### config.mk
export PLATFORM = sky130hd
export DESIGN_NAME = dsm_stereo_decoder
export DESIGN_NICKNAME = d
export VERILOG_FILES = /design/src/rtl/dsm_stereo_decoder_pkg.sv /design/src/rtl/dsm_decimator_channel.sv /design/src/rtl/dsm_stereo_decoder.sv
export SDC_FILE = /design/constraint.sdc
export NUM_CORES = 1
export LEC_CHECK = 0
export ABC_AREA = 1
export CORE_MARGIN = 4
export CORE_UTILIZATION = 56
export CTS_CLUSTER_SIZE = 28
export DETAILED_ROUTE_END_ITERATION = 6
export PLACE_DENSITY = 0.78
export SLEW_MARGIN = 10
export SYNTH_ARGS = -nofsm -noshare
export SYNTH_HDL_FRONTEND = slang
export SYNTH_HIERARCHICAL = 1
export SYNTH_SLANG_ARGS = --single-unit
### constraint.sdc
create_clock -name clk -period 2.1 [get_ports clk]
set_input_delay 0.21 -clock clk [delete_from_list [all_inputs] [get_ports clk]]
set_output_delay 0.21 -clock clk [all_outputs]
set_load 0.01 [all_outputs]
### src/rtl/dsm_stereo_decoder_pkg.sv
// Shared audio constants for the DSM input and output paths.
// Window length is 2^AUDIO_BITS clocks; midscale is the 50%-density code.
package dsm_stereo_decoder_pkg;

   localparam int DEF_AUDIO_BITS = 12;
   localparam int WINDOW_LEN     = 1 << DEF_AUDIO_BITS;
   localparam int MIDSCALE       = 1 << (DEF_AUDIO_BITS - 1);

   function automatic int window_len(input int n);
      return 1 << n;
   endfunction

   function automatic int midscale(input int n);
      return 1 << (n - 1);
   endfunction

endpackage

### src/rtl/dsm_decimator_channel.sv
// One DSM channel: 2-flop synchronizer, integrate-and-dump accumulator and
// saturation of the full-scale count 2^N down to 2^N-1.
module dsm_decimator_channel
   import dsm_stereo_decoder_pkg::*;
#(
   parameter int N = DEF_AUDIO_BITS
) (
   input  logic         clk,
   input  logic         aclr_,
   input  logic         bit_i,
   input  logic         dump_i,
   output logic [N-1:0] result_o
);

   logic         sync1_q;
   logic         sync2_q;
   logic [N:0]   acc_q;
   logic [N:0]   acc_d;
   logic [N:0]   sum_s;

   assign sum_s = acc_q + {{N{1'b0}}, sync2_q};

   // Next accumulator value and clamped window result.
   always_comb begin
      acc_d    = sum_s;
      result_o = sum_s[N-1:0];
      if (sum_s[N]) begin
         result_o = {N{1'b1}};
      end else begin
         result_o = sum_s[N-1:0];
      end
      if (dump_i) begin
         acc_d = {(N+1){1'b0}};
      end else begin
         acc_d = sum_s;
      end
   end

   // Synchronizer and accumulator state.
   always_ff @(posedge clk or negedge aclr_) begin
      if (!aclr_) begin
         sync1_q <= 1'b0;
         sync2_q <= 1'b0;
         acc_q   <= {(N+1){1'b0}};
      end else begin
         sync1_q <= bit_i;
         sync2_q <= sync1_q;
         acc_q   <= acc_d;
      end
   end

endmodule

### src/rtl/dsm_stereo_decoder.sv
// Stereo 1-bit DSM decoder: shared window counter, two decimator channels,
// {left,right} sample register with valid/rreq handshake and sticky overrun.
module dsm_stereo_decoder
   import dsm_stereo_decoder_pkg::*;
#(
   parameter int AUDIO_BITS = DEF_AUDIO_BITS
) (
   input  logic                    clk,
   input  logic                    aclr_,
   input  logic                    left_in,
   input  logic                    right_in,
   input  logic                    rreq,
   input  logic                    ovr_clr,
   output logic [2*AUDIO_BITS-1:0] sample,
   output logic                    valid,
   output logic                    overrun
);

   logic [AUDIO_BITS-1:0]   cnt_q;
   logic [AUDIO_BITS-1:0]   cnt_d;
   logic [2*AUDIO_BITS-1:0] sample_q;
   logic [2*AUDIO_BITS-1:0] sample_d;
   logic                    valid_q;
   logic                    valid_d;
   logic                    overrun_q;
   logic                    overrun_d;
   logic                    dump_s;
   logic                    ovr_set_s;
   logic [AUDIO_BITS-1:0]   left_s;
   logic [AUDIO_BITS-1:0]   right_s;

   assign dump_s = &cnt_q;

   dsm_decimator_channel #(.N(AUDIO_BITS)) u_left (
      .clk      (clk),
      .aclr_    (aclr_),
      .bit_i    (left_in),
      .dump_i   (dump_s),
      .result_o (left_s)
   );

   dsm_decimator_channel #(.N(AUDIO_BITS)) u_right (
      .clk      (clk),
      .aclr_    (aclr_),
      .bit_i    (right_in),
      .dump_i   (dump_s),
      .result_o (right_s)
   );

   // A dump while a word is still unread and not being taken is an overwrite.
   assign ovr_set_s = dump_s & valid_q & ~rreq;

   // Next-state for counter, sample register and handshake flags.
   always_comb begin
      cnt_d     = cnt_q + {{(AUDIO_BITS-1){1'b0}}, 1'b1};
      sample_d  = sample_q;
      valid_d   = valid_q;
      overrun_d = overrun_q;
      if (dump_s) begin
         sample_d = {left_s, right_s};
         valid_d  = 1'b1;
      end else if (rreq && valid_q) begin
         sample_d = sample_q;
         valid_d  = 1'b0;
      end else begin
         sample_d = sample_q;
         valid_d  = valid_q;
      end
      if (ovr_set_s) begin
         overrun_d = 1'b1;
      end else if (ovr_clr) begin
         overrun_d = 1'b0;
      end else begin
         overrun_d = overrun_q;
      end
   end

   // Parent state registers.
   always_ff @(posedge clk or negedge aclr_) begin
      if (!aclr_) begin
         cnt_q     <= {AUDIO_BITS{1'b0}};
         sample_q  <= {(2*AUDIO_BITS){1'b0}};
         valid_q   <= 1'b0;
         overrun_q <= 1'b0;
      end else begin
         cnt_q     <= cnt_d;
         sample_q  <= sample_d;
         valid_q   <= valid_d;
         overrun_q <= overrun_d;
      end
   end

   assign sample  = sample_q;
   assign valid   = valid_q;
   assign overrun = overrun_q;

endmodule

==> flow_metrics.env, run 1 <==
export IMPL_status="completed"
export IMPL_ir_drop_mv=0.715
export IMPL_finalHoldViolations=0
export IMPL_finalClockSkew_ns=0.0106
export IMPL_path_clk_slew_ns=0.08
export IMPL_fillers=486
export IMPL_grt_total_usage_pct=20.9
export IMPL_die_w_um=86.6
export IMPL_r2r_start="cnt_q[4]"
export IMPL_grt_ovfl_total=0
export IMPL_ys_top_cells_by_count="nand2_1, dfrtp_1, nor2_1"
export IMPL_r2r_slack_ns=0.50
export IMPL_syn_num_nets=397
export IMPL_synth_most_common_cell="nand2_1"
export IMPL_min_path_type="input port to flip-flop"
export IMPL_powerDensity_nw_per_um2=871
export IMPL_hpwl_um=4610
export IMPL_ys_ff_latch=68
export IMPL_initial_core_util_pct=58.1
export IMPL_ant_nets=0
export IMPL_areaGrowthSynthToFinish_pct=15.7
export IMPL_drive_above_1_share_pct=13.8
export IMPL_antenna_found_initial=0
export IMPL_cp_required_ns=2.32
export IMPL_clockRootBuffer="clkbuf_8"
export IMPL_timing_rr_end="u_right/acc_q[3]"
export IMPL_via_count=2582
export IMPL_min_from="left_in"
export IMPL_final_area_um2=4000
export IMPL_holdPathStages=1
export IMPL_m1WireLength_um=2960
export IMPL_wirelength_um=6830
export IMPL_worstMarginPinSlew_ns=0.402
export IMPL_syn_area_um2=3460
export IMPL_num_rows=28
export IMPL_grt_pass1_vias=2549
export IMPL_clk_latency_ns=0.34
export IMPL_die_h_um=86.6
export IMPL_synthCells=386
export IMPL_cp_data_arrival_time_ns=1.82
export IMPL_wire_per_inst_um=13.6
export IMPL_drt_pass1_iterations=4
export IMPL_drc_errors=0
export IMPL_grt_max_degree=69
export IMPL_met2_length_um=3460
export IMPL_drt_iter0_markers=110
export IMPL_numCtsBuffers=9
export IMPL_end_kind="flip-flop"
export IMPL_synthArstFlopShare_pct=100
export IMPL_fin_setup_tns_ns=0
export IMPL_io_pins=32
export IMPL_ys_flop_type="dfrtp_1"
export IMPL_crit_slowest_cell="dfrtp_1"
export IMPL_slew_viol_final=0
export IMPL_io_buffers=31
export IMPL_synth_area_top_cells="dfrtp_1, nand2_1, nand4_1"
export IMPL_htreeDepth=3
export IMPL_top_layer="met4"
export IMPL_yosysTopAreaCell="dfrtp_1"
export IMPL_diodes=0
export IMPL_slew_headroom_pct=73.2
export IMPL_power_leakage_uw=0.00208
export IMPL_crit_path_max_incr_delay_ns=0.42
export IMPL_coreArea_um2=5960
export IMPL_clockBufferDepth=2
export IMPL_fin_nets=432
export IMPL_ys_seq_area_share_pct=49.2
export IMPL_synth_top_area_share_pct=49.2
export IMPL_cap_violations=0
export IMPL_rsz0062_at_grt="no"
export IMPL_dieArea_um2=7500
export IMPL_wl_met3_um=316
export IMPL_clock_sinks=68
export IMPL_setup_viol=0
export IMPL_path_cells="nand2_1 -> nor2_4 -> nand3_4 -> inv_1 -> buf_4 -> nor2_1"
export IMPL_worst_path_buf_inv=2
export IMPL_syn_area_per_cell_um2=8.96
export IMPL_cp_start_kind="flip-flop"
export IMPL_synth_edf_count=0
export IMPL_fmax_mhz=626
export IMPL_cp_max_fo=26
export IMPL_path_delay_family="simple AND/OR/NAND/NOR gates"
export IMPL_dpl_instance_area_um2=3740
export IMPL_ys_types=23
export IMPL_grt_pass1_wl_um=12100
export IMPL_finalCritPeriodShare_pct=76.1
export IMPL_vias_per_cell=5.15
export IMPL_cts_tree="yes"
export IMPL_fin_crit_ns=1.60
export IMPL_post_cts_buffers=0
export IMPL_gp_congestion=0.902
export IMPL_ys_warn_count=6
export IMPL_criticalPathCategory="flip-flop to flip-flop"
export IMPL_ff2ff_path_depth=6
export IMPL_whs_endpoint="u_left/sync1_q"
## worst max-delay path by stage
stage                     startpoint          endpoint  slack [ns]  cells past startpoint
after floorplan             cnt_q[0]  u_left/acc_q[10]        0.43                      8
after global placement      cnt_q[4]  u_right/acc_q[7]        0.55                      6
after detailed placement    cnt_q[4]   u_left/acc_q[6]        0.50                      6
after CTS                   cnt_q[4]  u_right/acc_q[0]        0.48                      6
after global routing        cnt_q[4]  u_left/acc_q[10]        0.34                      6
final                       cnt_q[4]  u_right/acc_q[3]        0.50                      6
## final cells by class
class	instances	area (um^2)	share of cell area (%)
Sequential cell	68	1700	42.5
Clock buffer	9	124	3.09
Clock inverter	7	124	3.09
Timing Repair Buffer	38	373	9.32
Tap cell	75	93.8	2.34
Multi-Input combinational cell	275	1480	36.9
Inverter	29	109	2.72
## metal layers
layer	vias to the layer above	GRT usage (%)
li1	1294	-
met1	1226	26.9
met2	55	34.6
met3	7	4.47
met4	0	8.36
met5	-	0
## registers in the layout (all words and copies together), names as in the netlist
signal / flops
sample: 24
u_left/acc_q: 13
u_right/acc_q: 13
cnt_q: 12
overrun: 1
u_left/sync1_q: 1
u_left/sync2_q: 1
u_right/sync1_q: 1
u_right/sync2_q: 1
valid: 1
## cells by family (layout without fill, tap and decap cells)
logic type      Yosys count  count (layout)  synth area share, %
compound gates            1               1                0.253
xor+xnor                 21              21                 5.32
fa+ha+maj                 5               5                 1.81
buf+inv                  43              83                 8.10
flops                    68              68                 49.2
simple gates            248             248                 35.3
## timing repair
item	4_1_cts	5_1_grt
hold endpoints to repair	68	0
hold buffers	1	0
gates resized for setup	0	0
## report_power, final
group | internal (uW) | total, uW | leakage, uW | switching, uW
Clock | 797 | 1330 | 0.000120 | 529
Sequential | 1440 | 1580 | 0.000903 | 149
Combinational | 222 | 577 | 0.00106 | 355
## through the flow
step,power (uW),utilization (%),hold slack (ns),instances,setup WS [ns]
global placement,2160,62.9,0.256,484,0.552
global route,3660,67.2,0.315,501,0.340
finish,3490,67.2,0.316,501,0.502
floorplan,2030,-,-0.0856,386,0.428
detailed placement,2180,62.9,0.259,484,0.499
CTS,3520,67.2,0.318,501,0.481
## cells in the final DEF (no fill, tap or decap), drive strengths merged
| cell | n |
|---|---|
| xnor2 | 7 |
| o21ai | 1 |
| inv | 30 |
| nand3 | 15 |
| xor2 | 14 |
| nand2 | 143 |
| dlygate4sd3 | 1 |
| ha | 5 |
| dfrtp | 68 |
| clkbuf | 9 |
| buf | 7 |
| clkinv | 2 |
| nand3b | 1 |
| bufinv | 3 |
| clkdlybuf4s50 | 30 |
| nor2 | 54 |
| clkinvlp | 1 |
| nand4 | 35 |
No activity file was read; power rests on OpenSTA's default activity.
==> inputs of run 2 (changes only) <==
- clock period: 2.1 -> 1.68 ns (I/O delays scaled with it)
==> flow_metrics.env, run 2 (synthesis results as in run 1) <==
export IMPL_whs_endpoint="u_left/sync1_q"
export IMPL_ff2ff_path_depth=8
export IMPL_io_buffers=31
export IMPL_drt_pass1_iterations=5
export IMPL_crit_slowest_cell="dfrtp_1"
export IMPL_wire_per_inst_um=14.2
export IMPL_initial_core_util_pct=58.1
export IMPL_coreArea_um2=5960
export IMPL_slew_headroom_pct=76.6
export IMPL_htreeDepth=3
export IMPL_setup_viol=0
export IMPL_io_pins=32
export IMPL_worstMarginPinSlew_ns=0.351
export IMPL_grt_pass1_vias=2645
export IMPL_grt_total_usage_pct=21.0
export IMPL_dp_cells=485
export IMPL_num_rows=28
export IMPL_dieArea_um2=7500
export IMPL_vias_per_cell=5.32
export IMPL_cp_max_fo=13
export IMPL_clock_sinks=68
export IMPL_wirelength_um=7150
export IMPL_total_power_uw=4100
export IMPL_fin_util_pct=67.3
export IMPL_holdPathStages=1
export IMPL_die_h_um=86.6
export IMPL_hpwl_um=4740
export IMPL_ant_nets=0
export IMPL_power_leakage_uw=0.00208
export IMPL_cts_tree="yes"
export IMPL_ir_drop_mv=0.666
export IMPL_via_count=2687
export IMPL_areaGrowthSynthToFinish_pct=15.9
export IMPL_antenna_found_initial=0
export IMPL_powerDensity_nw_per_um2=1020
export IMPL_grt_pass1_wl_um=12200
export IMPL_crit_path_max_incr_delay_ns=0.37
export IMPL_timing_rr_end="sample[15]"
export IMPL_path_clk_slew_ns=0.07
export IMPL_clockBufferDepth=2
export IMPL_gp_congestion=0.887
export IMPL_diodes=0
export IMPL_finalHoldViolations=0
export IMPL_r2r_start="u_left/sync2_q"
export IMPL_r2r_slack_ns=0.11
export IMPL_min_from="left_in"
export IMPL_layout_common_cells="nand2_1, dfrtp_1, nor2_1"
export IMPL_fmax_mhz=635
export IMPL_cap_violations=0
export IMPL_final_area_um2=4010
export IMPL_drc_errors=0
export IMPL_worst_path_buf_inv=0
export IMPL_clk_latency_ns=0.35
export IMPL_slew_viol_final=0
export IMPL_dpl_instance_area_um2=3760
export IMPL_crit_cells=8
export IMPL_cp_data_arrival_time_ns=1.81
export IMPL_largest_reg_flops=24
export IMPL_finalClockSkew_ns=0.0114
export IMPL_grt_ovfl_total=0
export IMPL_cp_required_ns=1.92
export IMPL_final_common_cell="nand2_1"
export IMPL_instances_no_fill=505
export IMPL_die_w_um=86.6
export IMPL_clockRootBuffer="clkbuf_8"
export IMPL_fin_crit_ns=1.57
export IMPL_drive_above_1_share_pct=14.9
export IMPL_finalCritPeriodShare_pct=93.7
export IMPL_whs_ns=0.284
export IMPL_path_cells="ha_1 -> nand2_4 -> nor2_8 -> nand4_1 -> nand2_4 -> nand2_1 -> nand4_1 -> nand2_1"
export IMPL_cp_start_kind="flip-flop"
export IMPL_status="completed"
export IMPL_min_path_type="input port to flip-flop"
export IMPL_path_delay_family="simple AND/OR/NAND/NOR gates"
export IMPL_grt_max_degree=69
export IMPL_numCtsBuffers=9
export IMPL_criticalPathCategory="flip-flop to flip-flop"
export IMPL_drt_iter0_markers=163
export IMPL_end_kind="flip-flop"
export IMPL_fin_nets=436
-- run 2: per-layer routing --
| metal | up-vias | global-route usage, % | wire length, um |
|---|---|---|---|
| li1 | 1296 | - | - |
| met1 | 1301 | 26.1 | 3100 |
| met2 | 71 | 34.6 | 3560 |
| met3 | 19 | 4.85 | 308 |
| met4 | 0 | 9.77 | 182 |
| met5 | - | 0 | 0 |
-- run 2: per-stage QoR --
| step | setup TNS [ns] | setup WS (ns) |
|---|---|---|
| final | 0 | 0.106 |
| after global routing | -0.00174 | -0.00174 |
| after CTS | 0 | 0.0213 |
| after detailed placement | 0 | 0.0760 |
| after global placement | 0 | 0.111 |
| after floorplan | 0 | 0.00848 |
-- run 2: worst reg2reg max path, delay by kind of cell (launching register included) --
family,cells,cell delay [ns]
DFF,1,0.37
and+or+nand+nor,7,0.88
adders and majority gates,1,0.21
-- run 2: power breakdown --
part	switching, uW	internal (uW)
logic	462	295
clock network	636	722
registers	186	1790
-- run 2: cell type report --
class / instances / area, um^2
Inverter: 29 / 109
Timing Repair Buffer: 41 / 408
Clock inverter: 6 / 63.8
Fill cell: 481 / 1950
Multi-Input combinational cell: 276 / 1500
Tap cell: 75 / 93.8
Clock buffer: 10 / 138
Sequential cell: 68 / 1700
-- run 2: what timing repair did --
| item | CTS | global route |
|---|---|---|
| resized for setup | 0 | 3 |
| hold endpoints to repair | 68 | 0 |
| setup endpoints to repair | 0 | 17 |
| hold buffers | 1 | 0 |
| buffers inserted | 0 | 2 |
-- run 2: worst max-delay path by stage --
stage,start,end,slack [ns]
after CTS,u_right/sync2_q,sample[11],0.02
after global routing,u_right/sync2_q,sample[10],-0.002
final,u_left/sync2_q,sample[15],0.11
after floorplan,cnt_q[0],u_left/acc_q[10],0.008
after global placement,u_right/sync2_q,sample[2],0.11
after detailed placement,u_right/sync2_q,sample[11],0.08
==> inputs of run 3 (changes only) <==
- CTS_BUF_LIST: unset -> sky130_fd_sc_hd__clkbuf_4 sky130_fd_sc_hd__clkbuf_8 sky130_fd_sc_hd__clkbuf_16
- CTS_CLUSTER_SIZE: 28 -> unset
==> results of run 3 <==
The final DEF is identical to that of run 2; final timing and power are the same.
